--- src/rtl/serial_subtractor_if.sv ---
// Operand/result bundle for serial_subtractor: request side (a, b, bin) and response side (d, bout, ovf).
// Both sides handshake as valid/ready; a transfer happens on a posedge where valid and ready are both high.
interface serial_subtractor_if #(
    parameter int WIDTH = 8
) ();
    logic             in_valid;
    logic             in_ready;
    logic [WIDTH-1:0] a;
    logic [WIDTH-1:0] b;
    logic             bin;
    logic             out_valid;
    logic             out_ready;
    logic [WIDTH-1:0] d;
    logic             bout;
    logic             ovf;
    logic             busy;

    modport master (
        output in_valid, a, b, bin, out_ready,
        input  in_ready, out_valid, d, bout, ovf, busy
    );

    modport slave (
        input  in_valid, a, b, bin, out_ready,
        output in_ready, out_valid, d, bout, ovf, busy
    );
endinterface

--- src/rtl/serial_subtractor.sv ---
// Serial subtractor: d = a - b - bin over WIDTH bits, CHUNK bits per cycle, LSB chunk first,
// with the inter-chunk borrow carried in a flop. Reports unsigned borrow-out and signed overflow.
module serial_subtractor #(
    parameter int WIDTH = 8,
    parameter int CHUNK = 1
) (
    input  logic                 clk,
    input  logic                 rst,
    serial_subtractor_if.slave   bus,
    output logic [1:0]           dbg_state
);
    localparam int STEPS = WIDTH / CHUNK;
    localparam int CW    = (STEPS > 1) ? $clog2(STEPS) : 1;
    localparam int BW    = (WIDTH > 1) ? $clog2(WIDTH) : 1;

    localparam logic [1:0] IDLE = 2'd0;
    localparam logic [1:0] RUN  = 2'd1;
    localparam logic [1:0] DONE = 2'd2;

    if (WIDTH < 1 || CHUNK < 1 || (WIDTH % CHUNK) != 0) begin : g_param_check
        $error("serial_subtractor: WIDTH must be a positive multiple of CHUNK");
    end

    logic [1:0]       state;
    logic [CW-1:0]    cnt;
    logic [BW-1:0]    base;
    logic [WIDTH-1:0] a_q;
    logic [WIDTH-1:0] b_q;
    logic             borrow_q;
    logic [WIDTH-1:0] d_q;
    logic             bout_q;
    logic             ovf_q;

    logic [CHUNK-1:0] a_k;
    logic [CHUNK-1:0] b_k;
    logic [CHUNK:0]   diff_k;
    logic [WIDTH-1:0] d_next;
    logic             last;

    // One CHUNK+1-bit subtract per cycle; the top bit is set exactly when the chunk went negative.
    always_comb begin
        a_k    = a_q[base +: CHUNK];
        b_k    = b_q[base +: CHUNK];
        diff_k = {1'b0, a_k} - {1'b0, b_k} - {{CHUNK{1'b0}}, borrow_q};
        d_next = d_q;
        d_next[base +: CHUNK] = diff_k[CHUNK-1:0];
        last   = (cnt == CW'(STEPS - 1));
    end

    always_ff @(posedge clk) begin
        if (rst) begin
            state    <= IDLE;
            cnt      <= '0;
            base     <= '0;
            borrow_q <= 1'b0;
            d_q      <= '0;
            bout_q   <= 1'b0;
            ovf_q    <= 1'b0;
        end else begin
            case (state)
                IDLE: begin
                    if (bus.in_valid) begin
                        a_q      <= bus.a;
                        b_q      <= bus.b;
                        borrow_q <= bus.bin;
                        cnt      <= '0;
                        base     <= '0;
                        state    <= RUN;
                    end
                end
                RUN: begin
                    d_q      <= d_next;
                    borrow_q <= diff_k[CHUNK];
                    cnt      <= cnt + CW'(1);
                    base     <= base + BW'(CHUNK);
                    if (last) begin
                        state  <= DONE;
                        bout_q <= diff_k[CHUNK];
                        // Operand signs differ and the result sign disagrees with the minuend.
                        ovf_q  <= (a_q[WIDTH-1] ^ b_q[WIDTH-1]) & (d_next[WIDTH-1] ^ a_q[WIDTH-1]);
                    end
                end
                DONE: begin
                    if (bus.out_ready) begin
                        state <= IDLE;
                    end
                end
                default: state <= IDLE;
            endcase
        end
    end

    assign bus.in_ready  = (state == IDLE);
    assign bus.out_valid = (state == DONE);
    assign bus.busy      = (state != IDLE);
    assign bus.d         = d_q;
    assign bus.bout      = bout_q;
    assign bus.ovf       = ovf_q;
    assign dbg_state     = state;
endmodule

--- src/flat_wrapper.sv ---
// flat-port wrapper written by rule: the top's interface ports become plain ports
module serial_subtractor_flat 
#(
    parameter int WIDTH = 8,
    parameter int CHUNK = 1
)
  (clk, rst, dbg_state, bus_in_valid, bus_a, bus_b, bus_bin, bus_out_ready, bus_in_ready, bus_out_valid, bus_d, bus_bout, bus_ovf, bus_busy);
  serial_subtractor_if #(.WIDTH(WIDTH)) bus_i ();
  input  logic clk;
  input  logic rst;
  output logic [1:0] dbg_state;
  input wire logic [$bits(bus_i.in_valid)-1:0] bus_in_valid;
  input wire logic [$bits(bus_i.a)-1:0] bus_a;
  input wire logic [$bits(bus_i.b)-1:0] bus_b;
  input wire logic [$bits(bus_i.bin)-1:0] bus_bin;
  input wire logic [$bits(bus_i.out_ready)-1:0] bus_out_ready;
  output wire logic [$bits(bus_i.in_ready)-1:0] bus_in_ready;
  output wire logic [$bits(bus_i.out_valid)-1:0] bus_out_valid;
  output wire logic [$bits(bus_i.d)-1:0] bus_d;
  output wire logic [$bits(bus_i.bout)-1:0] bus_bout;
  output wire logic [$bits(bus_i.ovf)-1:0] bus_ovf;
  output wire logic [$bits(bus_i.busy)-1:0] bus_busy;
  assign bus_i.in_valid = bus_in_valid;
  assign bus_i.a = bus_a;
  assign bus_i.b = bus_b;
  assign bus_i.bin = bus_bin;
  assign bus_i.out_ready = bus_out_ready;
  assign bus_in_ready = bus_i.in_ready;
  assign bus_out_valid = bus_i.out_valid;
  assign bus_d = bus_i.d;
  assign bus_bout = bus_i.bout;
  assign bus_ovf = bus_i.ovf;
  assign bus_busy = bus_i.busy;
  serial_subtractor #(.WIDTH(WIDTH), .CHUNK(CHUNK)) u_core (.clk(clk), .rst(rst), .bus(bus_i), .dbg_state(dbg_state));
endmodule
--- config.mk ---
export PLATFORM = sky130hd
export DESIGN_NAME = serial_subtractor_flat
export DESIGN_NICKNAME = d
export VERILOG_FILES = /design/src/rtl/serial_subtractor_if.sv /design/src/rtl/serial_subtractor.sv /design/src/flat_wrapper.sv
export SDC_FILE = /design/constraint.sdc
export NUM_CORES = 1
export LEC_CHECK = 0
export BUFFER_PORTS_ARGS = -buffer_cell sky130_fd_sc_hd__buf_2
export CORE_MARGIN = 4
export CORE_UTILIZATION = 53
export CTS_CLUSTER_SIZE = 40
export DETAILED_ROUTE_END_ITERATION = 6
export MAX_ROUTING_LAYER = met4
export PLACE_DENSITY = 0.89
export SETUP_SLACK_MARGIN = 0.1
export SYNTH_ARGS = -nofsm -noshare
export SYNTH_HDL_FRONTEND = slang
export SYNTH_SLANG_ARGS = --single-unit
export TNS_END_PERCENT = 30
--- constraint.sdc ---
create_clock -name clk -period 3.06 [get_ports clk]
set_input_delay 0.612 -clock clk [delete_from_list [all_inputs] [get_ports clk]]
set_output_delay 0.612 -clock clk [all_outputs]
set_load 0.1 [all_outputs]
==> results_dict.tcl, run 1 <==
set metrics [dict create \
    layout-area-overhead-vs-synth_pct 13.9 \
    p_int_uw 641 \
    drt-wirelength-per-cell_um 14.6 \
    clkPwrFrac_pct 26.5 \
    tritoncts "yes" \
    power_frac_comb_pct 15.0 \
    grt_first_pass_wirelength_um 5110 \
    fin_crit_sh_pct 87.0 \
    finish.utilization_pct 64.7 \
    outcome "finished, final reports clean" \
    core_um2 2830 \
    timing.reg2reg.setup_slack_ps 400 \
    routed_via_density 5.62 \
    grt_max_degree 21 \
    min_path_type "in2reg" \
    net-switching-power_uw 240 \
    yosysWarnings 0 \
    avgSynthCellArea_um2 12.1 \
    critical_path.endpoint_type "flop" \
    cts_made_buffers 5 \
    min_from "bus_b[2]" \
    holdWs_ps 451 \
    finClkSkew_ps 11.7 \
    start_util_pct 56.8 \
    nets 198 \
    clock_latency_ps 340 \
    synth_top_area_cell "edfxtp_1" \
    place_ws_ps 396 \
    cts_hold_buf 0 \
    drt_iter0_markers 36 \
    final_max_slew_viol_count 0 \
    syn_inst 133 \
    cap_violations 0 \
    ant_nets 0 \
    cts-root-buf "clkbuf_4" \
    grtUsageTotal_pct 17.1 \
    rows 19 \
    synthesis.nets 160 \
    syn_area_um2 1610 \
    totalWireLength_um 2960 \
    power.density_nw_per_um2 481 \
    antenna_cells 0 \
    rr_worst_depth 8 \
    whs_endpoint "u_core.b_q[2]$_DFFE_PP_" \
    fmax_mhz 375 \
    hold_viol 0 \
    worstPathArrival_ps 2900 \
    relSlewSlack_pct 62.8 \
    path_max_fanout 6 \
    htreeDepth 2 \
    grt_pass1_vias 1191 \
    worstPathRequired_ps 3300 \
    place_hpwl_um 2200 \
    fin_ws_ps 396 \
    rsz0062_at_grt "false" \
    synth_seq_cells 35 \
    die_area_um2 3980 \
    path_clk_slew_ps 110 \
    setup_violations 0 \
    synth_top_area_share_pct 29.9 \
    worst_r2r_startpoint "u_core.base[0]$_SDFFE_PP0P_" \
    antenna_found_initial 0 \
    tns_ps 0 \
    drcViolationCount 0 \
    io_pins 36 \
    path_class "reg2reg" \
    worst_slew_pin_slew_ps 556 \
    vias 1141 \
    start_kind "flop" \
    die_height_um 63.1 \
    synthTopCellsByArea "edfxtp_1, dfxtp_1, mux4_1" \
    synth.distinct_cells 36 \
    seq_area_frac_synth_pct 53.5 \
    post_cts_buffers 0 \
    dr.pass1.iters 4 \
    gr-total-overflow 0 \
    drive_gt1_share_pct 29.1 \
    power_frac_seq_pct 58.6 \
    post_cts_resized 0 \
    reg2reg_to "u_core.bus.ovf$_SDFFE_PP0P_" \
    numPortBuffers 35 \
    clockBufferDepth 2 \
    die_w_um 63.1 \
    ir_worst_vdd_uv 342 \
    p_leak_nw 0.748 \
    fin_crit_ps 2660 \
    p_sw_share_pct 27.2 \
    whs_path_depth 1 \
    place_congestion 0.910 \
    clock-sinks 35 \
]
## logic make-up after synthesis
| family | count (synthesis) | synth area share (%) |
|---|---|---|
| simple gates | 49 | 17.4 |
| flops | 35 | 53.5 |
| compound gates | 20 | 8.09 |
| buf+inv | 13 | 5.45 |
| mux | 10 | 10.4 |
| fa+ha+maj | 6 | 5.14 |
## synthesized netlist by cell type
cell	number
dfxtp_1	19
edfxtp_1	16
nor2_1	14
nand2_1	9
a21oi_1	8
inv_1	7
ha_1	5
mux2i_1	5
nor3_1	5
a22oi_1	4
mux4_1	4
nor2b_1	4
a211oi_1	3
nor3b_1	3
clkbuf_1	2
clkbuf_8	2
nand2b_1	2
nor4_1	2
o21bai_1	2
a311oi_1	1
and3b_1	1
buf_6	1
buf_8	1
fa_1	1
mux2_2	1
nand2b_2	1
nand3_1	1
nand3b_1	1
nor4_4	1
nor4b_1	1
o21ai_0	1
o31a_1	1
or2_2	1
or3b_2	1
or4_1	1
or4b_4	1
## placed cells by master (no fill, tap or decap), types with 2 or more instances in the layout
master,n
clkbuf_1,2
mux2i_1,5
clkbuf_4,5
nor3b_1,2
dfxtp_1,19
edfxtp_1,16
inv_1,7
buf_2,35
o21bai_1,2
mux4_1,4
nand2_1,9
nor3_1,5
nand2b_1,2
buf_4,2
a211oi_1,3
a22oi_1,4
nor4_1,2
nor2_1,14
a21oi_1,8
nor2b_1,4
ha_1,5
## how the worst max path moves through the flow
stage	startpoint	endpoint	slack [ps]	depth (start not counted)
finish	u_core.base[0]$_SDFFE_PP0P_	u_core.bus.ovf$_SDFFE_PP0P_	400	8
global route	u_core.base[0]$_SDFFE_PP0P_	u_core.bus.ovf$_SDFFE_PP0P_	230	8
CTS	u_core.base[0]$_SDFFE_PP0P_	u_core.bus.ovf$_SDFFE_PP0P_	390	8
detailed placement	u_core.base[0]$_SDFFE_PP0P_	u_core.bus.ovf$_SDFFE_PP0P_	400	8
global placement	u_core.base[0]$_SDFFE_PP0P_	u_core.bus.ovf$_SDFFE_PP0P_	430	8
floorplan	u_core.dbg_state[1]$_SDFFE_PP0P_	bus_out_valid	-60	1
## state kept, by name, summed over array words and instances (netlist names), 2 cells and up
signal / cells
u_core.dbg_state: 2
u_core.cnt: 3
u_core.base: 3
u_core.b_q: 8
u_core.a_q: 8
u_core.bus.d: 8
## layer usage
| layer | part of all wire (%) | vias up | track usage [%] |
|---|---|---|---|
| li1 | - | 564 | - |
| met1 | 40 | 528 | 17.7 |
| met5 | 0 | - | - |
| met3 | 6.0 | 12 | 4.26 |
| met2 | 50 | 37 | 28.9 |
| met4 | 3.8 | 0 | 10.7 |
## power by group through the flow
stage	sequential (mW)	clock, mW	combinational (mW)
after floorplan	0.539	0	0.0904
after global placement	0.526	0	0.127
after detailed placement	0.527	0	0.131
after CTS	0.516	0.239	0.132
after global routing	0.518	0.266	0.143
final	0.516	0.233	0.132
## area by class of cell
cell class	instances	area [um^2]
clock inverter	1	5.00
tap	31	38.8
clock buffer	7	45.0
inverter	7	26.3
timing repair buffer	37	190
multi-input combinational	85	664
sequential	35	861
fill	237	998
## through the flow
stage	power, mW	cell area (um^2)	std cells
global placement	0.653	1780	195
floorplan	0.629	1610	133
detailed placement	0.658	1780	195
finish	0.881	1830	203
global route	0.926	1830	203
CTS	0.887	1830	203
## worst max-delay path, cell delays in order, from the launching register on
cell and delay [ps]:
dfxtp_1 450, mux4_1 580, nand2_1 80, nand2_1 60, fa_1 590, inv_1 100, mux2_2 300, and3b_1 170
o31a_1 260
(Power assumes the default switching activity.)
==> run 2: changes to the inputs <==
Settings changed: CORE_ASPECT_RATIO set to 0.75, PLACE_DENSITY 0.89 to 0.77.
==> results_dict.tcl, run 2 (same netlist as run 1, synthesis figures left out) <==
set metrics [dict create \
    path_class "reg2reg" \
    stdcell_count 210 \
    clockBufferDepth 2 \
    ir_worst_vdd_uv 351 \
    clock-sinks 35 \
    worst_r2r_startpoint "u_core.base[0]$_SDFFE_PP0P_" \
    critical_path.endpoint_type "flop" \
    fin_crit_ps 2760 \
    core_um2 2910 \
    finClkSkew_ps 4.18 \
    rows 17 \
    gr-total-overflow 0 \
    drive_gt1_share_pct 30.2 \
    die_height_um 55.7 \
    die_area_um2 3990 \
    fmax_mhz 362 \
    worstPathRequired_ps 3240 \
    path_buf_inv 1 \
    tritoncts "yes" \
    layout-area-overhead-vs-synth_pct 18.3 \
    final_max_slew_viol_count 0 \
    layout_common_cells "buf_2, dfxtp_1, edfxtp_1, nor2_1, nand2_1" \
    htreeDepth 2 \
    place_inst 202 \
    worst_slew_pin_slew_ps 578 \
    path_max_fanout 6 \
    grt_pass1_vias 1155 \
    power_mw 1.06 \
    worstPathArrival_ps 2950 \
    critPathSlowestCell "fa_1" \
    min_from "u_core.bus.bout$_SDFFE_PP0P_" \
    start_util_pct 55.2 \
    totalWireLength_um 3000 \
    cap_violations 0 \
    rsz0062_at_grt "false" \
    routed_via_density 5.33 \
    outcome "finished, final reports clean" \
    drt_iter0_markers 47 \
    post_cts_resized 0 \
    relSlewSlack_pct 61.4 \
    critical_path.startpoint "u_core.base[0]$_SDFFE_PP0P_" \
    place_hpwl_um 2240 \
    antenna_found_initial 0 \
    post_cts_buffers 0 \
    tns_ps 0 \
    p_leak_nw 0.777 \
    cts_hold_buf 0 \
    drt-wirelength-per-cell_um 14.3 \
    cts_made_buffers 5 \
    worstPathCellList "mux4_1 -> nand2_1 -> nand2_1 -> fa_1 -> inv_1 -> mux2_2 -> and3b_1 -> o31a_1" \
    ant_nets 0 \
    crit_path_max_incr_delay_ps 610 \
    cts-root-buf "clkbuf_8" \
    power.density_nw_per_um2 559 \
    die_w_um 71.6 \
    min_path_type "reg2reg" \
    vias 1119 \
    hold_viol 0 \
    grt_first_pass_wirelength_um 5130 \
    path_common_cell "nand2_1" \
    start_kind "flop" \
    cp_top_family "multiplexers" \
    nets 198 \
    setup_violations 0 \
    io_pins 36 \
    numPortBuffers 35 \
    grt_max_degree 21 \
    place_congestion 0.796 \
    final_common_cell "buf_2" \
    antenna_cells 0 \
    fin_crit_sh_pct 90.3 \
    path_clk_slew_ps 70 \
    clock_latency_ps 290 \
    fill_cells 232 \
    dr.pass1.iters 5 \
    grtUsageTotal_pct 17.3 \
    drcViolationCount 0 \
]
## run 2: cell types whose count changed in the layout (fill, tap and decap cells not counted)
| cell | before | now |
|---|---|---|
| clkinv_4 | 0 | 1 |
| clkbuf_8 | 0 | 5 |
| clkbuf_4 | 5 | 0 |
| clkbuf_1 | 2 | 0 |
| bufinv_16 | 0 | 1 |
## run 2: area by class of cell
| cell class | instances | area (um^2) | area share, % |
|---|---|---|---|
| Sequential cell | 35 | 861 | 45.3 |
| Tap cell | 38 | 47.5 | 2.50 |
| Inverter | 7 | 26.3 | 1.38 |
| Timing Repair Buffer | 37 | 190 | 10.0 |
| Clock buffer | 5 | 68.8 | 3.62 |
| Clock inverter | 3 | 43.8 | 2.30 |
| Multi-Input combinational cell | 85 | 664 | 34.9 |
## run 2: final timing paths
path         cells after the start                           end  slack (ps)
min reg2reg                      2  u_core.bus.bout$_SDFFE_PP0P_         460
max                              8   u_core.bus.ovf$_SDFFE_PP0P_         300
max reg2reg                      8   u_core.bus.ovf$_SDFFE_PP0P_         300
min                              2  u_core.bus.bout$_SDFFE_PP0P_         460
## run 2: routing by layer
metal / track usage [%] / vias to the layer above / share of wire [%]
met5: - / - / 0
li1: - / 563 / -
met2: 26.3 / 30 / 47
met4: 5.63 / 0 / 1.3
met1: 20.9 / 519 / 46
met3: 7.04 / 7 / 5.6
## run 2: power by group
group | total [mW] | internal [mW] | switching (mW)
clock | 0.415 | 0.242 | 0.173
combinational | 0.132 | 0.0470 | 0.0850
sequential | 0.516 | 0.505 | 0.0110
total | 1.06 | 0.794 | 0.269
## run 2: metrics by stage
| stage | area, um^2 | hold WS, ps | utilization, % | worst slack, ps |
|---|---|---|---|---|
| floorplan | 1610 | 481 | - | -60.4 |
| global placement | 1790 | 448 | 61.4 | 412 |
| detailed placement | 1790 | 448 | 61.4 | 308 |
| CTS | 1900 | 458 | 65.3 | 292 |
| global route | 1900 | 469 | 65.3 | 170 |
| finish | 1900 | 459 | 65.3 | 296 |
## run 2: worst register-to-register path, delay by kind of cell, from the launching register on
| kind | cells | cell delay [ps] |
|---|---|---|
| muxes | 2 | 900 |
| adders and majority gates | 1 | 610 |
| DFF | 1 | 460 |
| and+or+nand+nor | 3 | 320 |
| AOI/OAI and AO/OA | 1 | 260 |
| buffers and inverters | 1 | 110 |
